## config.mk

```make
export PLATFORM = sky130hd
export DESIGN_NAME = downselect_mask_ctrl
export DESIGN_NICKNAME = d
export VERILOG_FILES = /design/src/rtl/downselect_mask_ctrl.sv
export SDC_FILE = /design/constraint.sdc
export NUM_CORES = 2
export LEC_CHECK = 0
export CORE_UTILIZATION = 50
export CTS_CLUSTER_DIAMETER = 50
export DETAILED_ROUTE_END_ITERATION = 16
export PLACE_DENSITY = 0.75
export SLEW_MARGIN = 20
export SYNTH_ARGS = -nofsm -noshare
export SYNTH_HDL_FRONTEND = slang
export SYNTH_SLANG_ARGS = --single-unit
```

## constraint.sdc

```tcl
create_clock -name clk -period 4.2 [get_ports clk]
set_input_delay 0.84 -clock clk [delete_from_list [all_inputs] [get_ports clk]]
set_output_delay 0.84 -clock clk [all_outputs]
set_load 0.02 [all_outputs]
```

## src/rtl/downselect_mask_ctrl.sv

```systemverilog
// Shadow channel mask (MAX_WORDS x 32) streamed to the downselect select FIFO as one tlast burst per commit.
// Optional DSEL_MASK_AUTOLOAD_EN: after reset, an all-pass mask is streamed before the block goes idle.
module downselect_mask_ctrl #(
    parameter int MAX_WORDS = 64,
    parameter int ADDR_W    = 6
) (
    input  logic              clk,
    input  logic              sync_reset,
    input  logic              wr_en,
    input  logic [ADDR_W-1:0] wr_addr,
    input  logic [31:0]       wr_data,
    input  logic              commit,
    input  logic [ADDR_W-1:0] num_words_m1,
    input  logic              align_en,
    input  logic              frame_boundary,
    output logic              m_axis_select_tvalid,
    output logic [31:0]       m_axis_select_tdata,
    output logic              m_axis_select_tlast,
    input  logic              m_axis_select_tready,
    output logic              busy,
    output logic              wr_drop,
    output logic              done
);

    typedef enum logic [1:0] {S_IDLE, S_ARM, S_STREAM, S_INIT} state_t;

`ifdef DSEL_MASK_AUTOLOAD_EN
    localparam state_t            RST_STATE = S_INIT;
    localparam logic [ADDR_W-1:0] INIT_LAST = ADDR_W'(MAX_WORDS - 1);
`else
    localparam state_t            RST_STATE = S_IDLE;
`endif

    logic [31:0] mem [MAX_WORDS];

    state_t            state_q, state_d;
    logic              tvalid_q, tvalid_d;
    logic [31:0]       tdata_q, tdata_d;
    logic              tlast_q, tlast_d;
    logic              busy_q, busy_d;
    logic              wr_drop_q, wr_drop_d;
    logic              done_q, done_d;
    logic              pending_q, pending_d;
    logic [ADDR_W-1:0] pend_len_q, pend_len_d;
    logic              pend_align_q, pend_align_d;
    logic [ADDR_W-1:0] len_q, len_d;
    logic [ADDR_W-1:0] idx_q, idx_d;

    logic              wr_accept;
    logic              hs;
    logic [ADDR_W-1:0] idx_nxt;
    logic [31:0]       word0;
    logic              start;
    logic [ADDR_W-1:0] start_len;
    logic              start_align;

    assign wr_accept = wr_en && (state_q == S_IDLE);
    assign hs        = tvalid_q && m_axis_select_tready;
    assign idx_nxt   = idx_q + ADDR_W'(1);
    // A write to word 0 in the commit cycle must appear in the burst's first beat.
    assign word0     = (wr_accept && (wr_addr == '0)) ? wr_data : mem[0];

    always_ff @(posedge clk) begin
        if (wr_accept) begin
            mem[wr_addr] <= wr_data;
        end
    end

    always_comb begin
        state_d      = state_q;
        tvalid_d     = tvalid_q;
        tdata_d      = tdata_q;
        tlast_d      = tlast_q;
        pending_d    = pending_q;
        pend_len_d   = pend_len_q;
        pend_align_d = pend_align_q;
        len_d        = len_q;
        idx_d        = idx_q;
        done_d       = 1'b0;
        wr_drop_d    = wr_en && (state_q != S_IDLE);
        start        = 1'b0;
        start_len    = pend_len_q;
        start_align  = pend_align_q;

        // Commits while busy coalesce into a single pending request; the latest wins.
        if (commit && (state_q != S_IDLE)) begin
            pending_d    = 1'b1;
            pend_len_d   = num_words_m1;
            pend_align_d = align_en;
        end

        case (state_q)
            S_IDLE: begin
                if (commit) begin
                    start       = 1'b1;
                    start_len   = num_words_m1;
                    start_align = align_en;
                end else if (pending_q) begin
                    start = 1'b1;
                end
                if (start) begin
                    pending_d = 1'b0;
                    len_d     = start_len;
                    idx_d     = '0;
                    if (start_align) begin
                        state_d = S_ARM;
                    end else begin
                        state_d  = S_STREAM;
                        tvalid_d = 1'b1;
                        tdata_d  = word0;
                        tlast_d  = (start_len == '0);
                    end
                end
            end
            S_ARM: begin
                if (frame_boundary) begin
                    state_d  = S_STREAM;
                    tvalid_d = 1'b1;
                    tdata_d  = mem[0];
                    tlast_d  = (len_q == '0);
                end
            end
            S_STREAM: begin
                if (hs) begin
                    if (tlast_q) begin
                        state_d  = S_IDLE;
                        tvalid_d = 1'b0;
                        tlast_d  = 1'b0;
                        tdata_d  = '0;
                        idx_d    = '0;
                        done_d   = 1'b1;
                    end else begin
                        idx_d   = idx_nxt;
                        tdata_d = mem[idx_nxt];
                        tlast_d = (idx_nxt == len_q);
                    end
                end
            end
`ifdef DSEL_MASK_AUTOLOAD_EN
            S_INIT: begin
                if (!tvalid_q) begin
                    tvalid_d = 1'b1;
                    tdata_d  = '1;
                    tlast_d  = (INIT_LAST == '0);
                end else if (hs) begin
                    if (tlast_q) begin
                        state_d  = S_IDLE;
                        tvalid_d = 1'b0;
                        tlast_d  = 1'b0;
                        tdata_d  = '0;
                        idx_d    = '0;
                        done_d   = 1'b1;
                    end else begin
                        idx_d   = idx_nxt;
                        tlast_d = (idx_nxt == INIT_LAST);
                    end
                end
            end
`endif
            default: begin
                state_d = S_IDLE;
            end
        endcase

        busy_d = (state_d != S_IDLE);
    end

    always_ff @(posedge clk or posedge sync_reset) begin
        if (sync_reset) begin
            state_q      <= RST_STATE;
            tvalid_q     <= 1'b0;
            tdata_q      <= '0;
            tlast_q      <= 1'b0;
            busy_q       <= 1'b0;
            wr_drop_q    <= 1'b0;
            done_q       <= 1'b0;
            pending_q    <= 1'b0;
            pend_len_q   <= '0;
            pend_align_q <= 1'b0;
            len_q        <= '0;
            idx_q        <= '0;
        end else begin
            state_q      <= state_d;
            tvalid_q     <= tvalid_d;
            tdata_q      <= tdata_d;
            tlast_q      <= tlast_d;
            busy_q       <= busy_d;
            wr_drop_q    <= wr_drop_d;
            done_q       <= done_d;
            pending_q    <= pending_d;
            pend_len_q   <= pend_len_d;
            pend_align_q <= pend_align_d;
            len_q        <= len_d;
            idx_q        <= idx_d;
        end
    end

    assign m_axis_select_tvalid = tvalid_q;
    assign m_axis_select_tdata  = tdata_q;
    assign m_axis_select_tlast  = tlast_q;
    assign busy                 = busy_q;
    assign wr_drop              = wr_drop_q;
    assign done                 = done_q;

endmodule
```

Yosys cells after proc, flatten, opt, wreduce, memory -nomap -nowiden
Memory sizes are Yosys's and may differ from the RTL's.
Index checks and enable logic that the tools add are counted.
Widths: inputs -> output; s select.
- register bits: 59
- RAM bits: 2048
- bits of input ports: 51
- logic and storage cells: 83
- memories: 1
- memories (name ; words ; width ; read ports ; clocked after memory_dff ; write ports ; RTL line ; RTL):
    mem ; 64 ; 32 ; 2 ; 0 ; 1 ; 34 ; logic [31:0] mem [MAX_WORDS];
- $add $sub $neg: 1
- equality and inequality tests: 8
- muxes and demuxes: 44
- reductions and logical operators: 17
- operator list (kind ; number):
    $mux 32 ; 6
    $pmux 32 s3 ; 1
    $mux 6 ; 5
    $mux 1 ; 23
    $logic_not 6->1 ; 3
    $pmux 6 s2 ; 1
    $mux 2 ; 5
    $ne 2x2->1 const B ; 4
    $add 6x1->6 const B ; 1
    $eq 6x6->1 ; 1
    $pmux 1 s3 ; 2
    $pmux 2 s3 ; 1
    $reduce_and 6->1 ; 1
    $reduce_bool 2->1 ; 3
    $logic_and 1x1->1 ; 5
    $reduce_and 5->1 ; 1
    $reduce_and 3->1 ; 1
    $reduce_bool 3->1 ; 1
    $eq 2x1->1 const B ; 1
    $eq 2x2->1 const B ; 1
    $logic_not 2->1 ; 1
    $ne 2x1->1 const B ; 1
    $reduce_and 2->1 ; 1

Longest topological paths before layout
- depth in word-level cells: 7
- mapped depth: 13
- mapped depth without buffers: 10

Least setup slack after synthesis
No wires, ideal clock.
- path type: input to register
- from: input port wr_addr[5]
- to: memory mem[35][0] (enable)
- library setup time: 421 ps
- arrival: 3029 ps
- required time: 3779 ps
- path slack: 749 ps
- cell stages on the path: 4
- path buffers: 2
- cell sequence: clkbuf_1 -> or3b_2 -> clkbuf_1 -> nor2_1
- RTL lines (what ; RTL line ; RTL):
    from (decl) ; 10 ; input logic [ADDR_W-1:0] wr_addr,
    to (decl) ; 34 ;
No word-level cell before the write port.

Final worst setup path
- from: register idx_q[0]
- to: register tdata_q[15], in the netlist m_axis_select_tdata[15]
- word-level cells in the longest chain between the ends: 5
- RTL lines (what ; RTL line ; RTL):
    from (decl) ; 47 ; logic [ADDR_W-1:0] idx_q, idx_d;
    from (signal assigned) ; 194 ; idx_q <= idx_d;
    $add 6x1->6 ; 59 ; assign idx_nxt = idx_q + ADDR_W'(1);
    $mem_v2 64x32 ; -- ;
    $mux 32 ; 125 ; if (tlast_q) begin
    $mux 32 ; 124 ; if (hs) begin
    $pmux 32 s3 ; 92 ; case (state_q)
    to (signal assigned) ; 185 ; tdata_q <= tdata_d;
    to (decl) ; 38 ; logic [31:0] tdata_q, tdata_d;
No other way between the ends. The select of a mux whose other input is x is not followed.
A chain may end at the register's enable or synchronous reset.

==> reports/qor.csv <==
stage,metric,value,unit
floorplan,die_w,407,um
critical_path,cpPeakStageDelay,0.63,ns
clocking,cts_setup_buffers,0,
timing,setup_violations,0,
timing,min_period,3.48,ns
detailed_routing,drt-total-wl,208000,um
synth,syn_avg_cell_area,21.9,um^2
synth,yosys-top-cells-area,"edfxtp_1, mux4_2, dfrtp_1",
floorplan,die-area,165000,um^2
detailed_routing,post_drt_wl_per_cell,32.6,um
synth,synth_edf_count,2048,
detailed_routing,dr_total_vias,41000,
detailed_routing,ant_nets,0,
timing,setup_tns,0,ns
synth,yosysSeqAreaShare,76.9,%
synth,postSynthCellCount,3742,
power_and_ir_drop,total_leakage_power,29.2,nW
synth,synth_warnings,0,
critical_path,critPathTopFamily,buffers and inverters,
clocking,cts_buffers,204,
grt,use_met2,39.7,%
synth,syn_nets,3799,
cells_and_area,final_design_area_no_fill,93600,um^2
grt,track_usage,25.5,%
cells_and_area,layout.nets,4068,
clocking,clockBufferDepth,3,
floorplan,io_pins,88,
grt,grt.overflow.total,0,
synth,netlist_area,81900,um^2
floorplan,start_util,50.3,%
grt,first_global_vias,41200,
cells_and_area,drive_above_1_share,28.4,%
synth,synthTopCellsByCount,"edfxtp_1, mux4_2, nand2_1",
grt,grt_pass1_wl,297000,um
min_path,hold_path.class,primary input to flop,
timing,worst_slack,0.719,ns
critical_path,setup.worst_path.start_class,flop,
critical_path,cp_slowest_cell,dfrtp_4,
clocking,cts_tree,yes,
detailed_routing,drc,0,
timing,fin_skew,0.0279,ns
timing,timing.fmax,287,MHz
floorplan,coreArea,163000,um^2
clocking,insertion_delay,0.84,ns
critical_path,cp.arrival,4.19,ns
timing,relSlewSlack,24.7,%
placement,pre_cts_ws,0.473,ns
synth,ys_async_sr_fraction,2.80,%
run,max_cap_viol_count,0,
synth,synth_most_common_cell,edfxtp_1,
critical_path,path_class,flop to flop,
synth,yosysTopAreaCellShare,75.1,%
clocking,cts.hold.buffers_added,0,
placement,gp_congestion,0.840,
detailed_routing,vias_per_cell,6.44,
cells_and_area,fillers,11400,
run_status,status,"finished, final reports clean",
placement,post-dp-hpwl,111000,um
timing,rsz0062_at_grt,false,
clocking,cts_resized,0,
timing,fin_crit_sh,82.9,%
critical_path,path_cells,ha_4 -> buf_12 -> buf_4 -> mux4_2 -> nand2_1 -> and3_1 -> a311oi_1 -> a221oi_1 -> a21oi_1,
timing,report.final.slew_viol_count,0,
floorplan,fp.dieH,407,um
clocking,htreeDepth,4,
grt,grt_use_met3,5.89,%
grt,grt_busiest_layer,met2,
placement,portBuffers,87,
synth,ys.flop_type,edfxtp_1,
detailed_routing,first_pass_iters,7,
clocking,cts-root-buf,clkbuf_16,
placement,placement.cell_area,87100,um^2
power_and_ir_drop,finalPower,56.2,mW
critical_path,crit_fanout,47,
grt,grtUsageMet1,34.8,%
detailed_routing,drt_iter0_drc,5658,
critical_path,worstPathRequired,4.91,ns
power_and_ir_drop,power.density,600,nW/um^2
synth,synth_top_area_cell,edfxtp_1,
critical_path,endpoint_kind,flop,
critical_path,worstPathBufferInverterCount,2,
clocking,clkSinkCount,2107,
clocking,cts.clk_slew.worst_paths,0.06,ns
grt,grt_max_degree,91,
timing,tightest_slew,1.13,ns
timing,hold_viol,0,
floorplan,num_rows,148,
cells_and_area,area_growth,14.3,%
power_and_ir_drop,vdd_drop_max,0.635,mV
synth,synth-seq-cells,2107,
synth,ys_types,57,
grt,antenna_found_initial,9,
-- per-stage QoR --
| stage | hold WS [ns] | std cells | util (%) |
|---|---|---|---|
| finish | 0.443 | 6368 | 57.6 |
| global route | 0.417 | 6365 | 57.6 |
| CTS | 0.385 | 6365 | 57.6 |
| detailed placement | 0.508 | 5980 | 53.6 |
| global placement | 0.507 | 5980 | 53.6 |
| floorplan | 0.489 | 3742 | - |
-- metal layers --
metal	part of all wire, %	wire length [um]	vias to the layer above
met2	48	98800	2645
li1	-	-	16300
met1	37	76100	21600
met4	4.5	9450	10
met3	11	23300	453
met5	0.033	69	-
-- layout by cell type, fill, tap and decap left out, drive strengths merged, types with 19 or more instances in the layout --
master | netlist | layout
dfrtp | 59 | 59
edfxtp | 2048 | 2048
o22ai | 19 | 19
mux2 | 27 | 27
a211oi | 20 | 20
inv | 8 | 21
clkbuf | 97 | 263
nor2 | 163 | 163
a22o | 20 | 20
clkinv | 0 | 93
a21oi | 47 | 47
a31oi | 35 | 35
buf | 117 | 222
clkdlybuf4s50 | 0 | 55
nand2 | 212 | 212
mux4 | 582 | 582
o21ai | 28 | 28
mux2i | 35 | 35
nand3 | 59 | 59
-- state kept, by name (all words and copies together) (netlist names) --
| register | count |
|---|---|
| state_q | 2 |
| idx_q | 6 |
| pending_q | 1 |
| mem | 2048 |
| len_q | 6 |
| m_axis_select_tlast | 1 |
| m_axis_select_tvalid | 1 |
| done | 1 |
| wr_drop | 1 |
| m_axis_select_tdata | 32 |
| pend_len_q | 6 |
| busy | 1 |
| pend_align_q | 1 |
-- worst paths after layout --
check / cells after the start / from / end / slack, ns
setup / recovery: 9 / idx_q[0] / m_axis_select_tdata[15] / 0.72
hold / removal: 1 / wr_data[4] / mem[19][4] / 0.44
setup reg to reg: 9 / idx_q[0] / m_axis_select_tdata[15] / 0.72
hold reg to reg: 2 / m_axis_select_tdata[22] / m_axis_select_tdata[22] / 0.54
max in group asynchronous: 3 / sync_reset / wr_drop / 2.94
min in group asynchronous: 2 / sync_reset / busy / 0.49
-- power breakdown --
part	switching (mW)	internal [mW]	total, mW
logic	7.60	7.09	14.7
registers	0.423	23.4	23.9
clock network	7.72	9.90	17.6
total	15.7	40.4	56.2
-- area by class of cell --
cell class	count	area, um^2	area share, %
tap	2175	2720	2.91
multi-input combinational	1413	18400	19.6
inverter	8	30.0	0.0321
timing repair buffer	277	3050	3.26
antenna	3	7.51	0.00802
sequential	2107	63000	67.3
clock inverter	122	1000	1.07
clock buffer	263	5440	5.81
-- worst register-to-register path, delay by kind of cell, from the launching register on --
kind	cells	cell delay, ns
buffers and inverters	2	0.80
flip-flops	1	0.63
multiplexers	1	0.56
AO/OA/AOI/OAI	3	0.56
adder cells (fa/ha/maj)	1	0.55
AND/OR/NAND/NOR	2	0.25
-- cell families (layout without fill, tap and decap cells) --
kind of cell,Yosys count,count (layout),share of synthesized area (%)
buf+inv,222,670,1.33
other cells,0,3,0
compound gates,246,246,2.07
simple gates,504,504,2.62
flops,2107,2107,76.9
mux,644,644,16.8
xor+xnor,13,13,0.139
fa+ha+maj,6,6,0.0917
(Power assumes the default switching activity.)
